==> config.mk <==
export PLATFORM = sky130hd
export DESIGN_NAME = keypad_entry9999
export DESIGN_NICKNAME = d
export VERILOG_FILES = /design/src/rtl/keypad_pkg.sv /design/src/rtl/bcd4_to_bin.sv /design/src/rtl/keypad_entry9999.sv
export SDC_FILE = /design/constraint.sdc
export NUM_CORES = 1
export LEC_CHECK = 0
export ABC_AREA = 0
export CORE_MARGIN = 5
export CORE_UTILIZATION = 55
export CTS_BUF_LIST = sky130_fd_sc_hd__clkbuf_8
export CTS_CLUSTER_DIAMETER = 40
export DETAILED_ROUTE_END_ITERATION = 6
export PLACE_DENSITY = 0.82
export SKIP_CTS_REPAIR_TIMING = 1
export SYNTH_ARGS = -nofsm -noshare
export SYNTH_HDL_FRONTEND = slang
export SYNTH_SLANG_ARGS = --single-unit
==> constraint.sdc <==
create_clock -name clk -period 4.65 [get_ports clk]
set_input_delay 0.93 -clock clk [delete_from_list [all_inputs] [get_ports clk]]
set_output_delay 0.93 -clock clk [all_outputs]
set_load 0.02 [all_outputs]
==> src/rtl/keypad_pkg.sv <==
// Shared types and key codes for the 4x4 keypad numeric entry block.
package keypad_pkg;

  typedef enum logic [1:0] {
    ST_SCAN,
    ST_DEBOUNCE,
    ST_RELEASE
  } state_t;

  localparam logic [3:0] KEY_0     = 4'd0;
  localparam logic [3:0] KEY_1     = 4'd1;
  localparam logic [3:0] KEY_2     = 4'd2;
  localparam logic [3:0] KEY_3     = 4'd3;
  localparam logic [3:0] KEY_4     = 4'd4;
  localparam logic [3:0] KEY_5     = 4'd5;
  localparam logic [3:0] KEY_6     = 4'd6;
  localparam logic [3:0] KEY_7     = 4'd7;
  localparam logic [3:0] KEY_8     = 4'd8;
  localparam logic [3:0] KEY_9     = 4'd9;
  localparam logic [3:0] KEY_ENTER = 4'hA;
  localparam logic [3:0] KEY_BKSP  = 4'hB;
  localparam logic [3:0] KEY_CLEAR = 4'hC;
  localparam logic [3:0] KEY_NONE  = 4'hF;

  // *, # and D have no function and map to KEY_NONE.
  function automatic logic [3:0] key_map(input logic [1:0] row, input logic [1:0] col);
    key_map = KEY_NONE;
    case ({row, col})
      4'h0: key_map = KEY_1;
      4'h1: key_map = KEY_2;
      4'h2: key_map = KEY_3;
      4'h3: key_map = KEY_ENTER;
      4'h4: key_map = KEY_4;
      4'h5: key_map = KEY_5;
      4'h6: key_map = KEY_6;
      4'h7: key_map = KEY_BKSP;
      4'h8: key_map = KEY_7;
      4'h9: key_map = KEY_8;
      4'hA: key_map = KEY_9;
      4'hB: key_map = KEY_CLEAR;
      4'hC: key_map = KEY_NONE;
      4'hD: key_map = KEY_0;
      4'hE: key_map = KEY_NONE;
      4'hF: key_map = KEY_NONE;
    endcase
  endfunction

  function automatic logic [3:0] col_drive(input logic [1:0] col);
    col_drive = ~(4'b0001 << col);
  endfunction

endpackage

==> src/rtl/bcd4_to_bin.sv <==
// Combinational conversion of four packed BCD digits (d3 in the top nibble) to binary 0..9999.
module bcd4_to_bin
  import keypad_pkg::*;
(
  input  logic [15:0] bcd,
  output logic [13:0] bin
);

  assign bin = 14'(bcd[15:12]) * 14'd1000
             + 14'(bcd[11:8])  * 14'd100
             + 14'(bcd[7:4])   * 14'd10
             + 14'(bcd[3:0]);

endmodule

==> src/rtl/keypad_entry9999.sv <==
// 4x4 keypad scanner with debounce, assembling up to four decimal digits.
// Optional backspace on key B when KEYPAD_BACKSPACE_EN is defined.
module keypad_entry9999
  import keypad_pkg::*;
#(
  parameter int SCAN_DIV = 50000,
  parameter int DEBOUNCE = 10
) (
  input  logic        clk,
  input  logic        rst_a,
  input  logic [3:0]  row_in,
  output logic [3:0]  col_out,
  output logic [13:0] value,
  output logic [2:0]  digit_count,
  output logic        entered,
  output logic [13:0] entered_value
);

  localparam int DIV_W = (SCAN_DIV > 1) ? $clog2(SCAN_DIV) : 1;
  localparam int DEB_W = (DEBOUNCE > 1) ? $clog2(DEBOUNCE) : 1;
  localparam logic [DIV_W-1:0] DIV_LAST = DIV_W'(SCAN_DIV - 1);
  localparam logic [DEB_W-1:0] DEB_LAST = DEB_W'(DEBOUNCE - 1);

  logic [3:0]       row_meta, row_sync;
  state_t           state;
  logic [1:0]       col, key_row, low_row;
  logic [DIV_W-1:0] div_cnt;
  logic [DEB_W-1:0] deb_cnt;
  logic [15:0]      digits;
  logic [3:0]       key;
  logic             any_low;

  always_ff @(posedge clk) begin
    if (!rst_a) begin
      row_meta <= 4'hF;
      row_sync <= 4'hF;
    end else begin
      row_meta <= row_in;
      row_sync <= row_meta;
    end
  end

  assign any_low = ~&row_sync;
  assign low_row = !row_sync[0] ? 2'd0 :
                   !row_sync[1] ? 2'd1 :
                   !row_sync[2] ? 2'd2 : 2'd3;
  assign key     = key_map(key_row, col);

  bcd4_to_bin u_bcd (
    .bcd (digits),
    .bin (value)
  );

  // The column stays driven through DEBOUNCE and RELEASE so the latched key is watched directly.
  always_ff @(posedge clk) begin
    if (!rst_a) begin
      state         <= ST_SCAN;
      col           <= 2'd0;
      col_out       <= 4'b1110;
      key_row       <= 2'd0;
      div_cnt       <= '0;
      deb_cnt       <= '0;
      digits        <= 16'd0;
      digit_count   <= 3'd0;
      entered       <= 1'b0;
      entered_value <= 14'd0;
    end else begin
      entered <= 1'b0;
      case (state)
        ST_SCAN: begin
          if (div_cnt == DIV_LAST) begin
            div_cnt <= '0;
            if (any_low) begin
              key_row <= low_row;
              deb_cnt <= '0;
              state   <= ST_DEBOUNCE;
            end else begin
              col     <= col + 2'd1;
              col_out <= col_drive(col + 2'd1);
            end
          end else begin
            div_cnt <= div_cnt + 1'b1;
          end
        end
        ST_DEBOUNCE: begin
          if (!row_sync[key_row]) begin
            if (deb_cnt == DEB_LAST) begin
              deb_cnt <= '0;
              state   <= ST_RELEASE;
              case (key)
                KEY_ENTER: begin
                  entered       <= 1'b1;
                  entered_value <= value;
                  digits        <= 16'd0;
                  digit_count   <= 3'd0;
                end
                KEY_CLEAR: begin
                  digits      <= 16'd0;
                  digit_count <= 3'd0;
                end
`ifdef KEYPAD_BACKSPACE_EN
                KEY_BKSP: begin
                  if (digit_count != 3'd0) begin
                    digits      <= {4'd0, digits[15:4]};
                    digit_count <= digit_count - 3'd1;
                  end
                end
`endif
                default: begin
                  if (key <= KEY_9 && digit_count < 3'd4) begin
                    digits      <= {digits[11:0], key};
                    digit_count <= digit_count + 3'd1;
                  end
                end
              endcase
            end else begin
              deb_cnt <= deb_cnt + 1'b1;
            end
          end else begin
            deb_cnt <= '0;
            state   <= ST_SCAN;
            col     <= col + 2'd1;
            col_out <= col_drive(col + 2'd1);
          end
        end
        ST_RELEASE: begin
          if (!any_low) begin
            if (deb_cnt == DEB_LAST) begin
              deb_cnt <= '0;
              state   <= ST_SCAN;
              col     <= col + 2'd1;
              col_out <= col_drive(col + 2'd1);
            end else begin
              deb_cnt <= deb_cnt + 1'b1;
            end
          end else begin
            deb_cnt <= '0;
          end
        end
        default: state <= ST_SCAN;
      endcase
    end
  end

endmodule

==> results.cfg <==
[floorplanning]
ios = 42
die_y_um = 105
row_count = 34
coreArea_mm2 = 0.00876
die_w_um = 105
die-area_mm2 = 0.0110
initial_core_util_pct = 56.6

[setup_path]
worstReg2RegStart = digits[13]
cp_cell_sequence = fa_1 -> inv_2 -> fa_1 -> inv_2 -> ha_4 -> a21o_1 -> a21oi_2 -> xor2_1 -> ha_1 -> ha_4 -> ha_4 -> and2_4 -> o211a_1 -> o31ai_2 -> o2bb2ai_2 -> xnor2_2 -> inv_2 -> buf_6
path_max_fanout = 4
cp-end-kind = output pin
timing.reg2reg.worst_path_depth = 18
cpMaxStageDelayCell = fa_1
worstPathRequired_ns = 3.72
crit_arrival_ns = 4.32
cp_slowest_stage_delay_ns = 0.58
r2r_end = entered_value[13]
start_kind = flop
reg2reg_slack_ns = 0.54
crit_type = reg -> out

[timing]
fin_tns_setup_ns = -2.75
fin_hold_ws_ns = 0.400
fin_ws_ns = -0.599
slew_viol_final = 0
relSlewSlack_pct = 30.6
fin_worst_skew_ns = 0.0174
tightest_slew_ns = 1.03
fin_crit_sh_pct = 113
max_freq_ghz = 0.191
hold_viol = 0
setup_viol = 7
period_needed_ns = 5.25
grt_setup_unrepaired = yes

[logic_synthesis]
synth_edf_count = 0
synth.distinct_cells = 59
synth_mux_area_share_pct = 4.17
postSynth.asyncResetShare_pct = 0
synth.yosys.seq_area_share_pct = 29.1
ys_seq_elements = 72
synthXorXnorAreaFrac_pct = 3.36
synthAdderAreaFrac_pct = 23.5
synth_top_family_by_area = adder cells
syn_inst = 543
yosysWarnings = 0
syn_area_mm2 = 0.00496
synth-compound-area-share_pct = 17.4
synth_top_area_cell = dfxtp_1
synth.top_cell.area_share_pct = 29.1
yosys.area_share.simple_pct = 16.9
ys.flop_type = dfxtp_1
synthTopCellsByArea = dfxtp_1 (29%), ha_1 (17%), fa_1 (6.9%), inv_1 (3.6%), a21oi_1 (3.4%)
syn_area_per_cell_um2 = 9.13
syn_nets = 632

[global_routing]
grt_usage_pct = 20.6
antenna_found_initial = 0
grt_overflow = 0
grt_first_pass_wirelength_mm = 19.1
grt_start_max_net_pins = 36
grt_pass1_vias = 4251

[hold_path]
hold_path.class = reg -> reg
whs_path_depth = 1
hp-start = row_meta[2]
min_to = row_sync[2]

[place]
placed_cells = 721
numPortBuffers = 41
post-place-ws_ns = -0.675
hpwl_mm = 8.55
place_congestion = 0.816

[drt]
drt-initial-drc-count = 323
drc_errors = 0
vias = 4381
dr.pass1.iters = 6
antenna_left = 0
vias_per_cell = 5.88
drt-wirelength-per-cell_um = 17.5
routed_wl_mm = 13.0

[cts]
htree_levels = 3
clk-insertion-delay-late_ns = 0.36
cts.sinks = 72
cts_root_buf = clkbuf_8
clk_path_buf_depth = 2
numCtsBuffers = 9
cts_tree = done
clk_pin_slew_worst_paths_ns = 0.08

[outcome]
status = finished, violations left
violations = negative setup slack

[flow_run]
maxCapViolCount = 0

[power]
p_per_area_mw_per_mm2 = 177
cellLeakagePower_nw = 2.80
power.total_w = 0.00114
peakVddDrop_mv = 0.209

[cells_and_area]
drive_above_1_share_pct = 24.0
fin_nets = 721
area_delta_synth_final_pct = 29.9
fin_cells = 745
antenna_cells = 0
cell usage in the layout (no fill, tap or decap), types with 8 or more instances in the layout:
cell | synthesis | layout
inv_1 | 48 | 43
ha_1 | 66 | 48
a21oi_1 | 34 | 30
nand3_1 | 14 | 13
mux2i_1 | 15 | 15
buf_4 | 4 | 52
o21ai_0 | 24 | 22
xnor2_1 | 14 | 10
clkdlybuf4s50_1 | 0 | 32
o221a_2 | 9 | 9
clkbuf_8 | 0 | 11
dfxtp_1 | 72 | 67
nand2b_1 | 12 | 12
nor2b_1 | 8 | 8
fa_1 | 17 | 16
nand2_1 | 29 | 29
nor2_1 | 37 | 36
buf_6 | 0 | 10
nor3_1 | 13 | 10
o21a_1 | 9 | 9
ha_4 | 0 | 18
per-stage QoR:
| step | utilization [%] | instance area [µm²] |
|---|---|---|
| after floorplan | - | 5070 |
| after global placement | 67.1 | 5880 |
| after detailed placement | 67.1 | 5880 |
| after CTS | 69.3 | 6070 |
| after global routing | 73.4 | 6440 |
| final | 73.4 | 6440 |
registers in the layout, summed over array words and instances, names as in the netlist:
name           count
digits            16
div_cnt           16
entered_value     14
col_out            4
deb_cnt            4
row_meta           4
row_sync           4
digit_count        3
col                2
key_row            2
state              2
entered            1
cell type report:
type,instances,area [µm²]
fill,582,2330
timing repair buffer,97,853
clock buffer,11,151
tap,108,135
sequential,72,1450
inverter,50,188
multi-input combinational,402,3620
clock inverter,5,37.5
cells in the mapped netlist, types with 2 or more instances:
| cell type | n |
|---|---|
| xor2_1 | 5 |
| ha_1 | 66 |
| a21boi_0 | 2 |
| fa_1 | 17 |
| nand4_1 | 5 |
| o21ai_0 | 24 |
| o32ai_1 | 4 |
| nor2_1 | 37 |
| nand2_1 | 29 |
| a31oi_1 | 3 |
| buf_4 | 4 |
| inv_1 | 48 |
| nor4_1 | 5 |
| o211a_1 | 3 |
| nor2b_1 | 8 |
| a211oi_1 | 4 |
| o21a_1 | 9 |
| and2_0 | 2 |
| clkinv_1 | 2 |
| nand3_1 | 14 |
| or3_1 | 6 |
| nand2b_1 | 12 |
| mux2_2 | 3 |
| o31a_1 | 2 |
| mux2i_1 | 15 |
| nand4b_1 | 2 |
| nand3b_1 | 5 |
| buf_2 | 4 |
| xnor2_1 | 14 |
| and2_1 | 7 |
| o21bai_1 | 3 |
| nor3_1 | 13 |
| a21o_1 | 5 |
| a21oi_1 | 34 |
| o22ai_1 | 4 |
| o221a_2 | 9 |
| dfxtp_1 | 72 |
| a31o_2 | 2 |
| nor3b_1 | 3 |
| o2bb2ai_1 | 3 |
| a211o_1 | 2 |
| clkbuf_1 | 11 |
| and3_1 | 5 |
layer usage:
metal	wire [µm]	track usage, %	up-vias	part of all wire, %
li1	-	-	2093	-
met1	5480	26.4	2096	42
met2	6570	34.7	164	50
met3	684	4.01	28	5.2
met4	308	7.12	0	2.4
met5	0	0	-	0
worst max-delay path: cells and delay by family, from the launching register on:
kind / cells / cell delay (ns)
fa+ha+maj: 6 / 2.09
compound gates: 5 / 0.72
flops: 1 / 0.36
xor+xnor: 2 / 0.35
buf+inv: 4 / 0.29
simple gates: 1 / 0.16
logic make-up after synthesis:
family	count (synthesis)
AOI/OAI and AO/OA	122
xor gates and xnor gates	19
adders and majority gates	83
buffers and inverters	69
DFF	72
muxes	19
and+or+nand+nor	159
power by group:
group          switching [W]  leakage (nW)  total (W)  internal (W)
combinational      0.0000186          2.12  0.0000310     0.0000124
sequential        0.00000415         0.586   0.000624      0.000620
clock               0.000258        0.0924   0.000483      0.000226
how the worst max path moves through the flow:
stage | start | end | cells after the start
detailed placement | digits[14] | value[13] | 18
global route | digits[13] | value[13] | 18
finish | digits[13] | value[13] | 18
global placement | digits[14] | value[13] | 18
floorplan | digits[14] | value[13] | 17
CTS | digits[14] | value[13] | 18
(Power assumes the default switching activity.)
